**src/rtl/branch_redirect_ctrl_if.sv**
```systemverilog
// Decode / branch-unit / fetch handshake bundle for the branch redirect controller.
interface branch_redirect_ctrl_if #(
  parameter int TAG_W = 3,
  parameter int CNT_W = 16
);
  logic             dec_valid;
  logic             dec_ready;
  logic             dec_branch;
  logic             dec_jump;
  logic [31:0]      dec_target;
  logic [TAG_W-1:0] br_tag;
  logic             br_res_valid;
  logic [TAG_W-1:0] br_res_tag;
  logic             br_res_taken;
  logic             stall_dispatch;
  logic             redirect_valid;
  logic [31:0]      redirect_pc;
  logic             flush_ifq;
  logic [CNT_W-1:0] branch_cnt;
  logic [CNT_W-1:0] taken_cnt;

  // master: decode / branch unit / fetch side
  modport master (
    output dec_valid, dec_branch, dec_jump, dec_target,
           br_res_valid, br_res_tag, br_res_taken,
    input  dec_ready, br_tag, stall_dispatch, redirect_valid, redirect_pc,
           flush_ifq, branch_cnt, taken_cnt
  );

  // slave: the controller
  modport slave (
    input  dec_valid, dec_branch, dec_jump, dec_target,
           br_res_valid, br_res_tag, br_res_taken,
    output dec_ready, br_tag, stall_dispatch, redirect_valid, redirect_pc,
           flush_ifq, branch_cnt, taken_cnt
  );
endinterface

```
**src/rtl/branch_redirect_ctrl.sv**
```systemverilog
// Front-end control-flow sequencer: jumps redirect at once, branches stall dispatch
// until resolved (predicted not-taken) and redirect/flush only when taken.
module branch_redirect_ctrl #(
  parameter int TAG_W        = 3,
  parameter int FLUSH_CYCLES = 2,
  parameter int CNT_W        = 16
) (
  input  logic                  clk,
  input  logic                  rst_n,
  branch_redirect_ctrl_if.slave bus
);
  localparam logic [1:0] IDLE     = 2'd0;
  localparam logic [1:0] WAIT_RES = 2'd1;
  localparam logic [1:0] FLUSH    = 2'd2;
  localparam int FC_W = (FLUSH_CYCLES > 1) ? $clog2(FLUSH_CYCLES) : 1;
  localparam logic [FC_W-1:0] FC_LOAD = FC_W'(FLUSH_CYCLES - 1);

  logic [1:0]       state_q, state_d;
  logic [TAG_W-1:0] tag_q, tag_d;
  logic [31:0]      target_q, target_d;
  logic [31:0]      rpc_q, rpc_d;
  logic             rv_q, rv_d;
  logic [FC_W-1:0]  fcnt_q, fcnt_d;
  logic [CNT_W-1:0] bcnt_q, bcnt_d;
  logic [CNT_W-1:0] tcnt_q, tcnt_d;

  always_comb begin
    state_d  = state_q;
    tag_d    = tag_q;
    target_d = target_q;
    rpc_d    = rpc_q;
    rv_d     = 1'b0;
    fcnt_d   = fcnt_q;
    bcnt_d   = bcnt_q;
    tcnt_d   = tcnt_q;
    case (state_q)
      IDLE: begin
        // jump takes priority when both flags are set
        if (bus.dec_valid && bus.dec_jump) begin
          rpc_d   = bus.dec_target;
          rv_d    = 1'b1;
          fcnt_d  = FC_LOAD;
          state_d = FLUSH;
        end else if (bus.dec_valid && bus.dec_branch) begin
          target_d = bus.dec_target;
          tag_d    = tag_q + TAG_W'(1);
          bcnt_d   = bcnt_q + CNT_W'(1);
          state_d  = WAIT_RES;
        end
      end
      WAIT_RES: begin
        if (bus.br_res_valid && (bus.br_res_tag == tag_q)) begin
          if (bus.br_res_taken) begin
            tcnt_d  = tcnt_q + CNT_W'(1);
            rpc_d   = target_q;
            rv_d    = 1'b1;
            fcnt_d  = FC_LOAD;
            state_d = FLUSH;
          end else begin
            state_d = IDLE;
          end
        end
      end
      FLUSH: begin
        if (fcnt_q == '0) state_d = IDLE;
        else              fcnt_d  = fcnt_q - FC_W'(1);
      end
      default: state_d = IDLE;
    endcase
  end

  always_ff @(posedge clk) begin
    if (!rst_n) begin
      state_q  <= IDLE;
      tag_q    <= '0;
      target_q <= '0;
      rpc_q    <= '0;
      rv_q     <= 1'b0;
      fcnt_q   <= '0;
      bcnt_q   <= '0;
      tcnt_q   <= '0;
    end else begin
      state_q  <= state_d;
      tag_q    <= tag_d;
      target_q <= target_d;
      rpc_q    <= rpc_d;
      rv_q     <= rv_d;
      fcnt_q   <= fcnt_d;
      bcnt_q   <= bcnt_d;
      tcnt_q   <= tcnt_d;
    end
  end

  assign bus.dec_ready      = (state_q == IDLE);
  assign bus.stall_dispatch = (state_q == WAIT_RES) || (state_q == FLUSH);
  assign bus.flush_ifq      = (state_q == FLUSH);
  assign bus.redirect_valid = rv_q;
  assign bus.redirect_pc    = rpc_q;
  assign bus.br_tag         = tag_q;
  assign bus.branch_cnt     = bcnt_q;
  assign bus.taken_cnt      = tcnt_q;
endmodule

```
**src/flat_wrapper.sv**
```systemverilog
// flat-port wrapper written by rule: the top's interface ports become plain ports
module branch_redirect_ctrl_flat 
#(
  parameter int TAG_W        = 3,
  parameter int FLUSH_CYCLES = 2,
  parameter int CNT_W        = 16
)
  (clk, rst_n, bus_dec_valid, bus_dec_branch, bus_dec_jump, bus_dec_target, bus_br_res_valid, bus_br_res_tag, bus_br_res_taken, bus_dec_ready, bus_br_tag, bus_stall_dispatch, bus_redirect_valid, bus_redirect_pc, bus_flush_ifq, bus_branch_cnt, bus_taken_cnt);
  branch_redirect_ctrl_if #(.TAG_W(TAG_W), .CNT_W(CNT_W)) bus_i ();
  input  logic clk;
  input  logic rst_n;
  input wire logic [$bits(bus_i.dec_valid)-1:0] bus_dec_valid;
  input wire logic [$bits(bus_i.dec_branch)-1:0] bus_dec_branch;
  input wire logic [$bits(bus_i.dec_jump)-1:0] bus_dec_jump;
  input wire logic [$bits(bus_i.dec_target)-1:0] bus_dec_target;
  input wire logic [$bits(bus_i.br_res_valid)-1:0] bus_br_res_valid;
  input wire logic [$bits(bus_i.br_res_tag)-1:0] bus_br_res_tag;
  input wire logic [$bits(bus_i.br_res_taken)-1:0] bus_br_res_taken;
  output wire logic [$bits(bus_i.dec_ready)-1:0] bus_dec_ready;
  output wire logic [$bits(bus_i.br_tag)-1:0] bus_br_tag;
  output wire logic [$bits(bus_i.stall_dispatch)-1:0] bus_stall_dispatch;
  output wire logic [$bits(bus_i.redirect_valid)-1:0] bus_redirect_valid;
  output wire logic [$bits(bus_i.redirect_pc)-1:0] bus_redirect_pc;
  output wire logic [$bits(bus_i.flush_ifq)-1:0] bus_flush_ifq;
  output wire logic [$bits(bus_i.branch_cnt)-1:0] bus_branch_cnt;
  output wire logic [$bits(bus_i.taken_cnt)-1:0] bus_taken_cnt;
  assign bus_i.dec_valid = bus_dec_valid;
  assign bus_i.dec_branch = bus_dec_branch;
  assign bus_i.dec_jump = bus_dec_jump;
  assign bus_i.dec_target = bus_dec_target;
  assign bus_i.br_res_valid = bus_br_res_valid;
  assign bus_i.br_res_tag = bus_br_res_tag;
  assign bus_i.br_res_taken = bus_br_res_taken;
  assign bus_dec_ready = bus_i.dec_ready;
  assign bus_br_tag = bus_i.br_tag;
  assign bus_stall_dispatch = bus_i.stall_dispatch;
  assign bus_redirect_valid = bus_i.redirect_valid;
  assign bus_redirect_pc = bus_i.redirect_pc;
  assign bus_flush_ifq = bus_i.flush_ifq;
  assign bus_branch_cnt = bus_i.branch_cnt;
  assign bus_taken_cnt = bus_i.taken_cnt;
  branch_redirect_ctrl #(.TAG_W(TAG_W), .FLUSH_CYCLES(FLUSH_CYCLES), .CNT_W(CNT_W)) u_core (.clk(clk), .rst_n(rst_n), .bus(bus_i));
endmodule
```
**config.mk**
```make
export PLATFORM = sky130hd
export DESIGN_NAME = branch_redirect_ctrl_flat
export DESIGN_NICKNAME = d
export VERILOG_FILES = /design/src/rtl/branch_redirect_ctrl_if.sv /design/src/rtl/branch_redirect_ctrl.sv /design/src/flat_wrapper.sv
export SDC_FILE = /design/constraint.sdc
export NUM_CORES = 1
export LEC_CHECK = 0
export ABC_AREA = 0
export CORE_ASPECT_RATIO = 0.5
export CORE_MARGIN = 2
export CORE_UTILIZATION = 49
export CTS_CLUSTER_DIAMETER = 50
export DETAILED_ROUTE_END_ITERATION = 7
export PLACE_DENSITY = 0.8
export SETUP_SLACK_MARGIN = 0.02
export SYNTH_ARGS = -nofsm -noshare
export SYNTH_HDL_FRONTEND = slang
export SYNTH_SLANG_ARGS = --single-unit
```
**constraint.sdc**
```tcl
create_clock -name clk -period 2.5 [get_ports clk]
set_input_delay 0.5 -clock clk [delete_from_list [all_inputs] [get_ports clk]]
set_output_delay 0.5 -clock clk [all_outputs]
set_load 0.005 [all_outputs]
```
==> impl_metrics.ini, run 1 <==
[run_status]
status = completed

[critical_path]
critPathTopFamily = simple AND/OR/NAND/NOR gates
cp_num_buf_inv = 1
max_stage_delay_ps = 660
required_ps = 2770
r2r_cells = 6
cp_common_cell = or4_1
worst_setup_path_end_kind = flip-flop
startpoint_type = flip-flop
crit_arrival_ps = 2410
reg2reg_slack_ps = 360
r2r_start = u_core.state_q[1]$_SDFFE_PN0P_
cp_cell_sequence = inv_1 -> ha_1 -> nand2_2 -> or4_1 -> or4_1 -> a21oi_1
r2r-end = u_core.bus.taken_cnt[12]$_SDFFE_PN0P_
worstPathMaxFanout = 8
critical_path_class = reg -> reg
cp_slowest_cell = or4_1

[route]
firstDrtPassIters = 4
viasPerCell = 5.62
wl_per_cell_um = 16.2
drt_iter0_markers = 247
ant_nets = 0
routed_wl_um = 11400
drc = 0
vias = 3950

[sta]
hold_violations = 0
slew_headroom_pct = 68.4
setup_tns_ps = 0
finalCritPeriodShare_pct = 85.6
holdWs_ps = 457
setup_viol = 0
rsz0062_at_grt = no
drv_slew = 0
worst_slew_pin_slew_ps = 474
fmaxAchievable_mhz = 467
min_period_ps = 2140
skew_ps = 5.13

[yosys]
synth-seq-cells = 103
ys.flop_type = dfxtp_1
post-synth-top-count-cell = dfxtp_1
synth_fp_nets = 529
yosys_warnings = 0
async_reset_ff_share_pct = 0
yosysSeqAreaShare_pct = 47.4
synth_area_leader_cell = dfxtp_1
synth_top_area_share_pct = 47.4
syn_inst = 481
ys_types = 38
syn-cell-area_um2 = 4350
synth.area.top_cells = dfxtp_1, o221a_1, nand2_1
synth_edf_count = 0
ys_top_cells_by_count = dfxtp_1, nand2_1, a21oi_1
syn_area_per_cell_um2 = 9.05

[power_and_ir_drop]
p_per_area_nw_per_um2 = 603
p_leak_nw = 1.98
ir_worst_vdd_mv = 0.369
fin_total_pwr_mw = 3.57

[clocking]
hold_buffers = 0
cts_max_path_buffers = 2
cts_resized = 0
clockRootBuffer = clkbuf_16
clkTransAtPathRegs_ps = 60
cts_setup_buffers = 0
cts_tree = yes
clock_latency_ps = 340
numCtsBuffers = 9
clock_sinks = 103
cts_htree_levels = 3

[cells_and_area]
final_util_pct = 68.2
area_delta_synth_final_pct = 36.0
finalNetCount = 629
final_cells = 703
antennaDiodeCount = 0
drive_gt1_share_pct = 5.46

[global_routing]
grt_pass1_vias = 3899
grt_pass1_wl_um = 18900
grt_max_degree = 49
overflow = 0
antenna_found_initial = 0
grt_usage_pct = 24.5

[floorplan]
initial_utilization_pct = 50.2
rows = 24
die_h_um = 70.7
core_area_um2 = 8680
dieArea_um2 = 9700
die_w_um = 137
io_pins = 113

[placed_design]
hpwl_um = 7240
io_buffers = 112
gp_congestion = 0.794
placed_cells = 687

[run]
cap_violations = 0

[hold_path]
min_path_cells = 2
holdPathEnd = u_core.target_q[15]$_SDFFE_PN0P_
hp-start = u_core.target_q[15]$_SDFFE_PN0P_
hp-class = reg -> reg
==> report_power, final <==
group          switching (mW)  internal, mW  leakage (nW)  total [mW]
sequential             0.0476          1.71         0.838        1.76
clock                   0.588         0.758         0.143        1.35
combinational           0.202         0.260          1.00       0.462
==> worst min-delay path, delay by kind of cell (launching register included) <==
kind               cells  cell delay [ps]
AOI/OAI and AO/OA      1               50
DFF                    1              310
and+or+nand+nor        1               50
==> worst max path at each step <==
stage	start	endpoint	slack (ps)	cells after the start
after floorplan	u_core.state_q[1]$_SDFFE_PN0P_	u_core.bus.taken_cnt[12]$_SDFFE_PN0P_	520	7
after global placement	bus_br_res_taken	u_core.bus.taken_cnt[12]$_SDFFE_PN0P_	60	5
after detailed placement	bus_br_res_taken	u_core.bus.taken_cnt[12]$_SDFFE_PN0P_	40	5
after CTS	u_core.state_q[1]$_SDFFE_PN0P_	u_core.bus.taken_cnt[13]$_SDFFE_PN0P_	380	7
after global routing	u_core.state_q[1]$_SDFFE_PN0P_	u_core.bus.taken_cnt[13]$_SDFFE_PN0P_	260	7
final	u_core.state_q[1]$_SDFFE_PN0P_	u_core.bus.taken_cnt[12]$_SDFFE_PN0P_	360	6
==> kinds of logic after synthesis <==
| logic type | count (synthesis) | share of synthesized area (%) |
|---|---|---|
| DFF | 103 | 47.4 |
| muxes | 4 | 0.920 |
| xor gates and xnor gates | 14 | 2.82 |
| AOI/OAI and AO/OA | 146 | 24.9 |
| and+or+nand+nor | 163 | 18.2 |
| adders and majority gates | 6 | 1.72 |
| buffers and inverters | 45 | 4.08 |
==> flip-flops by register name (all words and copies together) (netlist names) <==
signal and flops:
u_core.target_q 32, u_core.bus.redirect_pc 32, u_core.bus.br_tag 3, u_core.bus.branch_cnt 16, u_core.bus.taken_cnt 16, u_core.fcnt_q 1
u_core.state_q 2, u_core.bus.redirect_valid 1
==> cell type report <==
cell class	instances	area, um^2
Clock buffer	14	274
Clock inverter	2	13.8
Fill cell	724	2760
Inverter	8	30.0
Multi-Input combinational cell	333	2120
Sequential cell	103	2060
Tap cell	117	146
Timing Repair Buffer	126	1270
==> layer usage <==
layer  vias up  global-route usage (%)  share of wire, %
met3         6                    5.23               4.0
met1      1903                    31.0                46
met5         -                       0                 0
met2        83                    41.8                49
li1       1958                       -                 -
met4         0                    8.02              0.76
==> cells in the final DEF (no fill, tap or decap), types with 4 or more instances in the layout <==
master	instances
clkdlybuf4s50_1	111
dfxtp_1	103
nand2_1	87
a21oi_1	53
o21a_1	34
o221a_1	34
or4_1	13
nor2_1	12
o31ai_1	12
xnor2_1	11
nand4_1	10
nand3_1	10
buf_4	10
clkbuf_16	9
inv_1	7
or3_1	7
nand2b_1	6
ha_1	6
and4_1	5
o21ai_1	5
nor4_1	4
mux2i_1	4
buf_12	4
==> metrics by stage <==
step / cell area, um^2 / worst slack [ps]
2_1_floorplan: 4350 / 522
3_3_place_gp: 5630 / 57.0
3_5_place_dp: 5630 / 37.3
4_1_cts: 5920 / 378
5_1_grt: 5920 / 260
6_report: 5920 / 360
Note: power is estimated with default switching activity, not from simulation.
==> inputs of run 2 (changes only) <==
CAP_MARGIN = 20   (was unset)
CTS_CLUSTER_DIAMETER = 60   (was 50)
PLACE_DENSITY = unset   (was 0.8)
PLACE_DENSITY_LB_ADDON = 0.08   (was unset)
==> impl_metrics.ini, run 2 (synthesis gave the netlist of run 1 again) <==
[critical_path]
cp_common_cell = or4_1
cp_slowest_cell = or4_1
crit_cells = 5
r2r-end = u_core.bus.taken_cnt[12]$_SDFFE_PN0P_
worst_setup_path_end_kind = flip-flop
endpoint = u_core.bus.taken_cnt[12]$_SDFFE_PN0P_
critPathTopFamily = simple AND/OR/NAND/NOR gates
critical_path_class = in -> reg
crit_arrival_ps = 2420
cp_cell_sequence = clkdlybuf4s50_1 -> nand2_2 -> or4_1 -> or4_1 -> a21oi_1
cp_num_buf_inv = 1
startpoint_type = input pin
r2r_cells = 6
r2r_start = u_core.state_q[1]$_SDFFE_PN0P_
required_ps = 2770
worstPathMaxFanout = 8
reg2reg_slack_ps = 360
crit_start = bus_br_res_taken
max_stage_delay_ps = 660

[sta]
holdWs_ps = 456
slew_headroom_pct = 69.3
drv_slew = 0
hold_violations = 0
finalCritPeriodShare_pct = 86.0
min_period_ps = 2150
setup_tns_ps = 0
setup_viol = 0
skew_ps = 8.94
worst_slew_pin_slew_ps = 460
fmaxAchievable_mhz = 465
rsz0062_at_grt = no

[cells_and_area]
layout_commonest_cell = clkdlybuf4s50_1
filler_cell_count = 717
drive_gt1_share_pct = 5.15
layout_common_cells = clkdlybuf4s50_1, dfxtp_1, nand2_1, a21oi_1
antennaDiodeCount = 0
area_delta_synth_final_pct = 35.6
finalNetCount = 627

[global_routing]
use_met3_pct = 6.09
met2_usage_pct = 36.6
overflow = 0
grt.busiest_layer = met2
grt_use_met1_pct = 32.1
grt_usage_pct = 23.2
grt_pass1_wl_um = 17800
grt_pass1_vias = 3596
antenna_found_initial = 0
grt_max_degree = 42

[clocking]
cts_setup_buffers = 0
cts_tree = yes
hold_buffers = 0
cts_max_path_buffers = 2
cts_resized = 0
cts_htree_levels = 3
clkTransAtPathRegs_ps = 70
clock_latency_ps = 340
clock_sinks = 103
clockRootBuffer = clkbuf_16
numCtsBuffers = 9

[power_and_ir_drop]
p_per_area_nw_per_um2 = 610
p_leak_nw = 1.96
ir_worst_vdd_mv = 0.395

[floorplan]
initial_utilization_pct = 50.2
dieArea_um2 = 9700
core_area_um2 = 8680
die_w_um = 137
die_h_um = 70.7
rows = 24
io_pins = 113

[hold_path]
hp-class = reg -> reg

[route]
ant_nets = 0
drc = 0
firstDrtPassIters = 4
wl_per_cell_um = 15.6
vias = 3917
viasPerCell = 5.60
routed_wl_um = 10900
drt_iter0_markers = 226

[run_status]
status = completed

[placed_design]
gp_congestion = 0.854
io_buffers = 112
hpwl_um = 7060

[run]
cap_violations = 0
## run 2: per-layer routing
metal | wire (um) | vias up
li1 | - | 1953
met1 | 5260 | 1853
met2 | 5040 | 100
met3 | 516 | 11
met4 | 106 | 0
met5 | 0 | -
## run 2: how the worst min path moves through the flow
stage,start,endpoint,cells after the start
after floorplan,u_core.target_q[0]$_SDFFE_PN0P_,u_core.target_q[0]$_SDFFE_PN0P_,2
after global placement,u_core.target_q[20]$_SDFFE_PN0P_,u_core.target_q[20]$_SDFFE_PN0P_,2
after detailed placement,u_core.target_q[3]$_SDFFE_PN0P_,u_core.target_q[3]$_SDFFE_PN0P_,2
after CTS,u_core.target_q[2]$_SDFFE_PN0P_,u_core.target_q[2]$_SDFFE_PN0P_,2
after global routing,u_core.target_q[2]$_SDFFE_PN0P_,u_core.target_q[2]$_SDFFE_PN0P_,2
final,u_core.target_q[3]$_SDFFE_PN0P_,u_core.target_q[3]$_SDFFE_PN0P_,2
## run 2: worst min-delay path, stage by stage (launching register included)
cell and delay (ps):
dfxtp_1 310, nand2_1 50, a21oi_1 50
## run 2: metrics by stage
| step | setup slack, ps | util [%] | power (mW) | instance area, um^2 | cells |
|---|---|---|---|---|---|
| floorplan | 522 | - | 2.00 | 4350 | 481 |
| global placement | 64.6 | 64.7 | 2.25 | 5620 | 685 |
| CTS | 367 | 68.1 | 3.63 | 5910 | 700 |
| finish | 349 | 68.1 | 3.60 | 5910 | 700 |
| detailed placement | 7.98 | 64.7 | 2.26 | 5620 | 685 |
| global route | 235 | 68.1 | 3.75 | 5910 | 700 |
## run 2: power by group
part / internal [mW] / total (mW) / switching (mW)
clock network: 0.773 / 1.38 / 0.606
registers: 1.71 / 1.76 / 0.0480
logic: 0.259 / 0.459 / 0.199
total: 2.75 / 3.60 / 0.854
## run 2: layout make-up
class	instances	area (um^2)	area share, %
flip-flops and latches	103	2060	34.9
multi-input cells	333	2120	36.0
repair buffers	124	1260	21.3
clock buffers	10	229	3.88
inverters	8	30.0	0.508
clock inverters	5	58.8	0.996
well taps	117	146	2.48
